<file path="src/rtl/snn_pkg.sv">
// Shared SNN definitions: default weight-memory geometry and the loader FSM state type.
package snn_pkg;

    localparam int SNN_WIDTH = 16;
    localparam int SNN_DEPTH = 8;

    typedef enum logic [1:0] {
        IDLE  = 2'd0,
        LOAD  = 2'd1,
        DRAIN = 2'd2,
        DONE  = 2'd3
    } loader_state_t;

endpackage

</file>
<file path="src/rtl/snn_weight_loader_beat_packer.sv">
// beat_packer: packs IN_W-bit beats MSB first into DEPTH-bit rows and flags the row on its last beat.
module beat_packer #(
    parameter int DEPTH = 8,
    parameter int IN_W  = 4
) (
    input  logic             clock,
    input  logic             reset_n,
    input  logic             clear,
    input  logic             beat_valid,
    input  logic [IN_W-1:0]  beat_data,
    output logic             row_valid,
    output logic [DEPTH-1:0] row_data
);

    localparam int BPR = DEPTH / IN_W;
    localparam int CW  = (BPR > 1) ? $clog2(BPR) : 1;
    localparam logic [CW-1:0] LAST_BEAT = CW'(BPR - 1);

    logic [CW-1:0] r_beat_cnt;

    assign row_valid = beat_valid && (r_beat_cnt == LAST_BEAT);

    always_ff @(posedge clock or negedge reset_n) begin
        if (!reset_n) begin
            r_beat_cnt <= '0;
        end else if (clear) begin
            r_beat_cnt <= '0;
        end else if (beat_valid) begin
            r_beat_cnt <= row_valid ? '0 : r_beat_cnt + 1'b1;
        end
    end

    generate
        if (BPR > 1) begin : g_shift
            // Holds only the earlier beats; the current beat completes the row combinationally.
            logic [DEPTH-IN_W-1:0] r_shift;

            assign row_data = {r_shift, beat_data};

            always_ff @(posedge clock or negedge reset_n) begin
                if (!reset_n) begin
                    r_shift <= '0;
                end else if (clear) begin
                    r_shift <= '0;
                end else if (beat_valid) begin
                    r_shift <= row_data[DEPTH-IN_W-1:0];
                end
            end
        end else begin : g_pass
            assign row_data = beat_data;
        end
    endgenerate

endmodule

</file>
<file path="src/rtl/snn_weight_loader.sv">
// Streaming weight loader: packs stream beats into rows and writes them from a base address.
// Optional row checksum enabled by defining SNN_WEIGHT_LOADER_CHECKSUM_EN.
module snn_weight_loader
    import snn_pkg::*;
#(
    parameter int WIDTH = SNN_WIDTH,
    parameter int DEPTH = SNN_DEPTH,
    parameter int IN_W  = 4
) (
    input  logic                     clock,
    input  logic                     reset_n,
    input  logic                     start,
    input  logic [$clog2(WIDTH)-1:0] base_addr,
    input  logic [$clog2(WIDTH):0]   count,
    input  logic                     s_valid,
    input  logic [IN_W-1:0]          s_data,
    output logic                     s_ready,
    output logic [$clog2(WIDTH)-1:0] mem_waddr,
    output logic                     mem_w_en,
    output logic [DEPTH-1:0]         mem_data,
    output logic                     busy,
    output logic                     done,
    output logic [DEPTH-1:0]         checksum
);

    localparam int AW = $clog2(WIDTH);
    localparam logic [AW:0]   ROWS_MAX  = (AW+1)'(WIDTH);
    localparam logic [AW-1:0] ADDR_LAST = AW'(WIDTH - 1);

    loader_state_t    r_state;
    loader_state_t    w_state_next;
    logic [AW-1:0]    r_addr;
    logic [AW-1:0]    r_waddr;
    logic [AW:0]      r_rows_left;
    logic             r_wen;
    logic [DEPTH-1:0] r_data;
    logic [AW:0]      w_count_eff;
    logic             w_start;
    logic             w_accept;
    logic             w_row_valid;
    logic [DEPTH-1:0] w_row_data;

    assign w_start     = start && (r_state == IDLE);
    assign w_accept    = s_valid && (r_state == LOAD);
    assign w_count_eff = (count > ROWS_MAX) ? ROWS_MAX : count;

    assign s_ready   = (r_state == LOAD);
    assign busy      = (r_state != IDLE);
    assign done      = (r_state == DONE);
    assign mem_waddr = r_waddr;
    assign mem_w_en  = r_wen;
    assign mem_data  = r_data;

    beat_packer #(
        .DEPTH (DEPTH),
        .IN_W  (IN_W)
    ) u_packer (
        .clock      (clock),
        .reset_n    (reset_n),
        .clear      (w_start),
        .beat_valid (w_accept),
        .beat_data  (s_data),
        .row_valid  (w_row_valid),
        .row_data   (w_row_data)
    );

    always_ff @(posedge clock or negedge reset_n) begin
        if (!reset_n) begin
            r_state <= IDLE;
        end else begin
            r_state <= w_state_next;
        end
    end

    always_comb begin
        w_state_next = r_state;
        case (r_state)
            IDLE:    if (start) w_state_next = (count == '0) ? DONE : LOAD;
            LOAD:    if (w_row_valid && (r_rows_left == (AW+1)'(1))) w_state_next = DRAIN;
            DRAIN:   w_state_next = DONE;
            DONE:    w_state_next = IDLE;
            default: w_state_next = IDLE;
        endcase
    end

    always_ff @(posedge clock or negedge reset_n) begin
        if (!reset_n) begin
            r_addr      <= '0;
            r_waddr     <= '0;
            r_rows_left <= '0;
            r_wen       <= 1'b0;
            r_data      <= '0;
        end else begin
            r_wen <= 1'b0;
            if (w_start) begin
                r_addr      <= base_addr;
                r_rows_left <= w_count_eff;
            end else if (w_row_valid) begin
                r_data      <= w_row_data;
                r_waddr     <= r_addr;
                r_wen       <= 1'b1;
                r_addr      <= (r_addr == ADDR_LAST) ? '0 : r_addr + 1'b1;
                r_rows_left <= r_rows_left - 1'b1;
            end
        end
    end

`ifdef SNN_WEIGHT_LOADER_CHECKSUM_EN
    logic [DEPTH-1:0] r_checksum;

    assign checksum = r_checksum;

    always_ff @(posedge clock or negedge reset_n) begin
        if (!reset_n) begin
            r_checksum <= '0;
        end else if (w_start) begin
            r_checksum <= '0;
        end else if (w_row_valid) begin
            r_checksum <= r_checksum ^ w_row_data;
        end
    end
`else
    assign checksum = '0;
`endif

endmodule

</file>
<file path="config.mk">
export PLATFORM = sky130hd
export DESIGN_NAME = snn_weight_loader
export DESIGN_NICKNAME = d
export VERILOG_FILES = /design/src/rtl/snn_pkg.sv /design/src/rtl/snn_weight_loader_beat_packer.sv /design/src/rtl/snn_weight_loader.sv
export SDC_FILE = /design/constraint.sdc
export NUM_CORES = 1
export LEC_CHECK = 0
export CAP_MARGIN = 20
export CORE_UTILIZATION = 25
export CTS_CLUSTER_DIAMETER = 80
export DETAILED_ROUTE_END_ITERATION = 10
export PLACE_DENSITY = 0.44
export SYNTH_ARGS = -nofsm -noshare
export SYNTH_HDL_FRONTEND = slang
export SYNTH_SLANG_ARGS = --single-unit
</file>
<file path="constraint.sdc">
create_clock -name clock -period 2.1 [get_ports clock]
set_input_delay 0.21 -clock clock [delete_from_list [all_inputs] [get_ports clock]]
set_output_delay 0.21 -clock clock [all_outputs]
set_load 0.02 [all_outputs]
</file>
==> results of run 1 <==
-- per-stage QoR --
stage | hold slack [ns] | instance area, µm² | utilization (%) | setup slack (ns)
2_1_floorplan | -0.0856 | 1500 | - | 0.0662
3_3_place_gp | 0.491 | 1880 | 33.4 | 0.247
3_5_place_dp | 0.499 | 1880 | 33.4 | 0.185
4_1_cts | 0.333 | 1960 | 35.0 | 0.141
5_1_grt | 0.359 | 1960 | 35.0 | 0.0613
6_report | 0.322 | 1960 | 35.0 | 0.165
-- final cells by class --
type / count / area (µm²)
multi-input combinational: 97 / 661
fill: 602 / 3650
sequential: 29 / 726
tap: 72 / 90.1
inverter: 7 / 26.3
clock buffer: 7 / 86.3
timing repair buffer: 39 / 373
-- report_power, final --
part           internal, mW  leakage [nW]  switching [mW]
Clock                 0.259        0.0443           0.194
Sequential            0.803         0.362           0.182
Combinational         0.607         0.447           0.600
Total                  1.67         0.853           0.975
-- layer usage --
layer	routed length, µm	GRT usage [%]	vias up
li1	-	-	538
met1	1390	14.3	529
met2	1560	19.7	22
met3	106	2.64	5
met4	49	4.36	0
met5	0	0	-
-- registers in the layout, summed over array words and instances (netlist names) --
signal                    count
mem_data                      8
r_rows_left                   5
mem_waddr                     4
r_addr                        4
u_packer.g_shift.r_shift      4
r_state                       2
mem_w_en                      1
u_packer.r_beat_cnt           1
-- path summary, 6_finish.rpt --
check / startpoint / end / depth (start not counted)
worst max-delay path: r_state[1]$_DFFE_PN0P_ / s_ready / 3
worst min-delay path: reset_n / mem_waddr[1]$_DFFE_PN0P_ / 2
worst max register to register: r_state[0]$_DFFE_PN0P_ / r_state[1]$_DFFE_PN0P_ / 6
worst min register to register: mem_waddr[2]$_DFFE_PN0P_ / mem_waddr[2]$_DFFE_PN0P_ / 1
max in group asynchronous: reset_n / r_rows_left[1]$_DFFE_PN0P_ / 2
min in group clock: mem_waddr[2]$_DFFE_PN0P_ / mem_waddr[2]$_DFFE_PN0P_ / 1
-- synth_stat cells, drive strengths merged (2+ instances only) --
master,count
a31oi,3
inv,7
xor2,3
mux2i,2
nand3,5
nand3b,2
nor4,2
o21ai,6
nand2,14
nor2b,2
mux2,12
ha,8
dfrtp,29
a211oi,2
buf,12
clkbuf,2
nor2,7
nand2b,2
xnor2,2
a21oi,8
-- cell families after synthesis --
group / share of synthesized area [%]
DFF: 49.1
adders and majority gates: 6.77
xor gates and xnor gates: 2.96
buffers and inverters: 7.96
AOI/OAI and AO/OA: 8.81
other: 0.254
muxes: 10.5
and+or+nand+nor: 13.6
==> summary.md, run 1 <==
| Metric | Value |
|---|---|
| Setup repair after global routing missed its margin | false |
| Num rows | 27 |
| Overall track demand over capacity in global routing | 11.6% |
| EDFF count, synth | 0 |
| Skew final | 0.00647 ns |
| Overall power after layout | approximately 2.6 mW |
| Type of the most critical hold path | in -> async |
| Hold buffer count at CTS | 0 |
| Most common library cell in the layout ignoring fill and taps | clkdlybuf4s50_1 |
| Sinks on the clock net | 29 |
| Area inside the core boundary | 5610 µm² |
| Sum of negative setup slack | 0 ns |
| Antenna-violating nets left | 0 |
| Number of remaining DRC errors | 0 |
| Peak ir drop on the vdd network | 0.579 mV |
| Result of the run | finished clean |
| Worst Path Max Fanout | 6 |
| Post-synthesis register bit count | 29 |
| Initial antenna violation count | 0 |
| Routability congestion estimate from global placement | 0.726 |
| Layout cells sized above 1 | 14.0% |
| Signed area change from the synthesized netlist to the final layout | 32.8% |
| DRT Wirelength | between 3000 and 4000 µm |
| Family with the most delay on the worst path | buffers and inverters |
| Number of resized instances in the post-cts repair step | 0 |
| Areal power density over the cells | roughly 1300 nW/µm² |
| Setup slack on the worst flop-to-flop path | 0.18 ns |
| Die X | 78.9 µm |
| Period utilisation layout | 92.1% |
| Buf+Inv Stages, Crit Path | 2 |
| Total overflow reported by the global router | 0 |
| Number of warnings printed during yosys synthesis | 0 |
| Highest attainable clock frequency | 517 MHz |
| Mean Syn Cell Area | 10.6 µm² |
| Routed vias/inst | 4.36 |
| Area of the mapped netlist | roughly 1500 µm² |
| Post-synthesis cell count | between 100 and 150 |
| Master cell of the clock root buffer | clkbuf_8 |
| Crit start category | flop |
| TritonRoute pass-1 iters | 4 |
| Asr flop ratio synth | 100% |
| DR WL/cell | 12.4 µm |
| Pin count of the biggest net entering global routing | 30 |
| Largest area contributor in the synthesized netlist | dfrtp_1 |
| Half-perimeter wire length of the detailed placement result | 2340 µm |
| Vias in the first global route | roughly 1200 |
| Antenna Cells | 0 |
| Required time at the endpoint of the critical path | 1.89 ns |
| Sequential-to-total area share from yosys stat | ~50% |
| Top-level I/O count | between 40 and 50 |
| H-tree levels | 2 |
| Max-cap violations | 0 |
| Leak | ~0.85 nW |
| First-pass GRT wire length | 5600 µm |
| Capturing element type of the critical path | primary output |
| Clock tree from TritonCTS | done |
| Number of standard cells in the final layout excluding fillers | 251 |
| Detailed Route Iter0 Violations | 73 |
| Floorplan die area | 6220 µm² |
| Final Max Slew Viols | 0 |
| Area share of the largest cell type after synthesis | between 40% and 50% |
| Count of buffers inserted at the top-level ports | 32 |
| Cell types with the largest area share after synthesis | dfrtp_1, mux2_2, ha_1 |
| Kind of critical path | reg -> out |
| Primary FF master, synth | dfrtp_1 |
| Cell at the slowest stage of the critical path | clkdlybuf4s50_1 |
| Total setup violations reported at the end of the flow | 0 |
| Count of distinct cell types in the synthesized netlist | 32 |
| Layout Nets | 204 |
| Most used cells in the layout excluding fill and tap cells | clkdlybuf4s50_1, dfrtp_1, nand2_1 |
| Cell count after placement | between 200 and 250 |
| Overall die height | 78.9 µm |
| Clock latency reported for the late side of the worst-skew pair | about 0.27 ns |
| Stage delay of the slowest cell on the critical path | 0.65 ns |
| Effective utilization at floorplan | between 20% and 30% |
| Hold Fails Final Rpt | 0 |
| Minimum period implied by the final worst setup slack | 1.93 ns |
| Max clock buf depth | 2 |
| Total number of vias | 1094 |
| Number of clock buffers inserted by TritonCTS | 5 |
| Worst endpoint data arrival time | around 1.7 ns |
| Ordered cell list for the critical path | inv_1, ha_1, clkdlybuf4s50_1 |
| Clock-pin slew of the registers on the worst-case setup and hold paths | 0.06 ns |
| Postcts setup bufs | 0 |
No activity file was read; power rests on OpenSTA's default activity.
==> run 2: changes to the inputs <==
- CTS_CLUSTER_SIZE: default -> 30
- MAX_ROUTING_LAYER: default -> met4
- SYNTH_HIERARCHICAL: default -> 1
==> run 2 against run 1 <==
  * First-iteration DRC count is 71% lower
  * Clock power is 2% lower
  * Core utilization is 1.5 points lower
  * Global-route usage is 0.97 points lower
  * Hold slack worse by 0.0018 ns
  * Sequential power hardly changed
  * Sequential cell count stayed put
  * Synthesized area is 6.4% higher
  * Largest cell class unchanged
==> summary.md, run 2 <==
| Metric | Value |
|---|---|
| Skew final | slightly above 0.007 ns |
| Floorplan die area | ~6600 µm² |
| Most common library cell in the layout ignoring fill and taps | clkdlybuf4s50_1 |
| Master cell of the clock root buffer | clkbuf_8 |
| Mean Syn Cell Area | ~12 µm² |
| Count of distinct cell types in the synthesized netlist | 33 |
| Cell at the slowest stage of the critical path | clkdlybuf4s50_1 |
| Post-synthesis cell count | 136 |
| Number of flip-flops in the largest register | 8 |
| Layout Nets | approximately 200 |
| Leak | 0.878 nW |
| Signed area change from the synthesized netlist to the final layout | 27.4% |
| Count of buffers inserted at the top-level ports | 32 |
| Ordered cell list for the critical path | inv_1, ha_1, inv_1, clkdlybuf4s50_1 |
| Most frequently used cell type in the post-synthesis netlist | dfrtp_1 |
| Detailed Route Iter0 Violations | 21 |
| Sequential-to-total area share from yosys stat | 46.1% |
| Layout cells sized above 1 | 19.3% |
| Antenna Cells | 0 |
| P_sw | 1.05 mW |
| Kind of critical path | reg -> out |
| First-pass GRT wire length | 5070 µm |
| Max clock buf depth | 2 |
| Overall track demand over capacity in global routing | 10.6% |
| Switching part of the total power | 37.5% |
| Number of resized instances in the post-cts repair step | 0 |
| Capturing element type of the critical path | primary output |
| Period utilisation layout | 91.8% |
| Setup repair after global routing missed its margin | false |
| Initial antenna violation count | 0 |
| Cell types with the largest area share after synthesis | dfrtp_1, mux2_4, ha_1 |
| Clock tree from TritonCTS | done |
| Relative contribution of the clock network to total power | about 16% |
| Total overflow reported by the global router | 0 |
| Cell seen most often among critical-path stages | inv_1 |
| H-tree levels | 2 |
| Routability congestion estimate from global placement | between 0.6 and 0.7 |
| Sinks on the clock net | 29 |
| Number of clock buffers inserted by TritonCTS | 5 |
| Pin count of the biggest net entering global routing | 30 |
| Number of remaining DRC errors | 0 |
| Max-cap violations | 0 |
| Vias in the first global route | 1109 |
| Type of the most critical hold path | in -> async |
| Worst endpoint data arrival time | 1.72 ns |
| Antenna-violating nets left | 0 |
| Top-level I/O count | 41 |
| Number of warnings printed during yosys synthesis | 6 |
| Required time at the endpoint of the critical path | 1.89 ns |
| Stage delay of the slowest cell on the critical path | 0.61 ns |
| Hold buffer count at CTS | 0 |
| Peak ir drop on the vdd network | 0.522 mV |
| Largest area contributor in the synthesized netlist | dfrtp_1 |
| Area of the mapped netlist | 1570 µm² |
| Crit start category | flop |
| EDFF count, synth | 0 |
| Final standard cell area without fillers | 2000 µm² |
| Areal power density over the cells | 1390 nW/µm² |
| Sum of negative setup slack | 0 ns |
| Half-perimeter wire length of the detailed placement result | 2210 µm |
| Asr flop ratio synth | 100% |
| DR WL/cell | 12.5 µm |
| Minimum period implied by the final worst setup slack | around 1.9 ns |
| Final Max Slew Viols | 0 |
| Post-synthesis register bit count | 29 |
| Area share of the largest cell type after synthesis | 46.1% |
| Most used cells in the layout excluding fill and tap cells | clkdlybuf4s50_1, dfrtp_1, a21oi_1 |
| Part of the total power dissipated in sequential elements | 36.3% |
| Post-synth top cells | dfrtp_1, a21oi_1, buf_4, nor2_1, mux2_4 |
| DRT Wirelength | 3060 µm |
| Effective utilization at floorplan | 26.3% |
| Pint | 1.75 mW |
| Hold Fails Final Rpt | 0 |
| TritonRoute pass-1 iters | 4 |
| Die X | 81.3 µm |
| Highest attainable clock frequency | 518 MHz |
| Overall die height | 81.3 µm |
| Postcts setup bufs | 0 |
| Clock-pin slew of the registers on the worst-case setup and hold paths | 0.07 ns |
| Routed vias/inst | 4.22 |
| Worst Path Max Fanout | 4 |
| Result of the run | finished clean |
| Total setup violations reported at the end of the flow | 0 |
| Share of power burned in combinational logic | ~48% |
| Clock latency reported for the late side of the worst-skew pair | 0.28 ns |
| Num rows | 28 |
| Total number of vias | 1037 |
| Area inside the core boundary | 5990 µm² |
| Total cell area at the placement stage | just under 2000 µm² |
| Primary FF master, synth | dfrtp_1 |
==> run 2: cell count changes in the layout (fill, tap and decap cells not counted), sizes merged, moves of 2 or more <==
cell | before | now
a211oi | 2 | 0
a21oi | 8 | 14
buf | 7 | 4
clkinv | 0 | 3
inv | 7 | 9
mux2i | 2 | 7
nand2 | 14 | 5
nand3 | 5 | 0
nand3b | 2 | 0
nor2 | 7 | 12
o21ai | 6 | 3
xnor2 | 2 | 4
==> run 2: stage by stage <==
| stage | util, % | cells | setup slack [ns] | hold slack (ns) | power [mW] |
|---|---|---|---|---|---|
| after floorplan | - | 143 | 0.0455 | -0.0856 | 1.91 |
| after global placement | 32.1 | 238 | 0.284 | 0.491 | 2.34 |
| after detailed placement | 32.1 | 238 | 0.249 | 0.497 | 2.37 |
| after CTS | 33.5 | 246 | 0.158 | 0.335 | 2.84 |
| after global routing | 33.5 | 246 | 0.113 | 0.345 | 3.02 |
| final | 33.5 | 246 | 0.171 | 0.320 | 2.79 |
==> run 2: layer usage <==
| metal | vias up | wire length, µm | GRT usage [%] |
|---|---|---|---|
| li1 | 501 | - | - |
| met1 | 498 | 1380 | 11.4 |
| met2 | 33 | 1470 | 18.0 |
| met3 | 5 | 177 | 3.37 |
| met4 | 0 | 37 | 4.29 |
| met5 | - | 0 | - |
==> run 2: kinds of logic (layout without fill, tap and decap cells) <==
kind of cell | count (synthesis) | after routing | synth area share (%)
other | 1 | 8 | 0.238
XOR/XNOR | 6 | 6 | 3.34
multiplexers | 20 | 20 | 15.9
AND/OR/NAND/NOR | 25 | 25 | 9.39
adder cells (fa/ha/maj) | 8 | 8 | 6.36
AO/OA/AOI/OAI | 21 | 21 | 7.24
buffers and inverters | 26 | 54 | 11.4
flip-flops | 29 | 29 | 46.1
==> run 2: worst paths after layout <==
check / slack (ns) / start / cells past startpoint / to
hold / removal: 0.32 / reset_n / 2 / mem_data[6]$_DFFE_PN0P_
hold reg to reg: 0.51 / u_packer/g_shift.r_shift[3]$_DFFE_PN0P_ / 1 / mem_data[7]$_DFFE_PN0P_
min in group clock: 0.51 / u_packer/g_shift.r_shift[3]$_DFFE_PN0P_ / 1 / mem_data[7]$_DFFE_PN0P_
setup reg to reg: 0.25 / r_state[1]$_DFFE_PN0P_ / 8 / mem_data[0]$_DFFE_PN0P_
setup / recovery: 0.17 / r_state[0]$_DFFE_PN0P_ / 4 / busy
max in group asynchronous: 1.50 / reset_n / 2 / r_addr[3]$_DFFE_PN0P_
==> run 2: power by group through the flow <==
| stage | sequential, mW | combinational (mW) | clock, mW |
|---|---|---|---|
| after global placement | 1.02 | 1.32 | 0 |
| after floorplan | 1.11 | 0.792 | 0 |
| after detailed placement | 1.03 | 1.35 | 0 |
| after global routing | 1.05 | 1.48 | 0.493 |
| after CTS | 1.02 | 1.36 | 0.468 |
| final | 1.01 | 1.33 | 0.446 |
==> run 2: cell type report <==
class | instances | area [µm²]
Sequential cell | 29 | 726
Fill cell | 631 | 3990
Clock buffer | 6 | 72.6
Multi-Input combinational cell | 88 | 697
Tap cell | 75 | 93.8
Inverter | 10 | 42.5
Timing Repair Buffer | 36 | 363
Clock inverter | 2 | 10.0
==> run 2: critical path: cells and delay by family, from the launching register on <==
kind	cells	cell delay (ns)
flops	1	0.39
fa+ha+maj	1	0.26
buf+inv	3	0.80
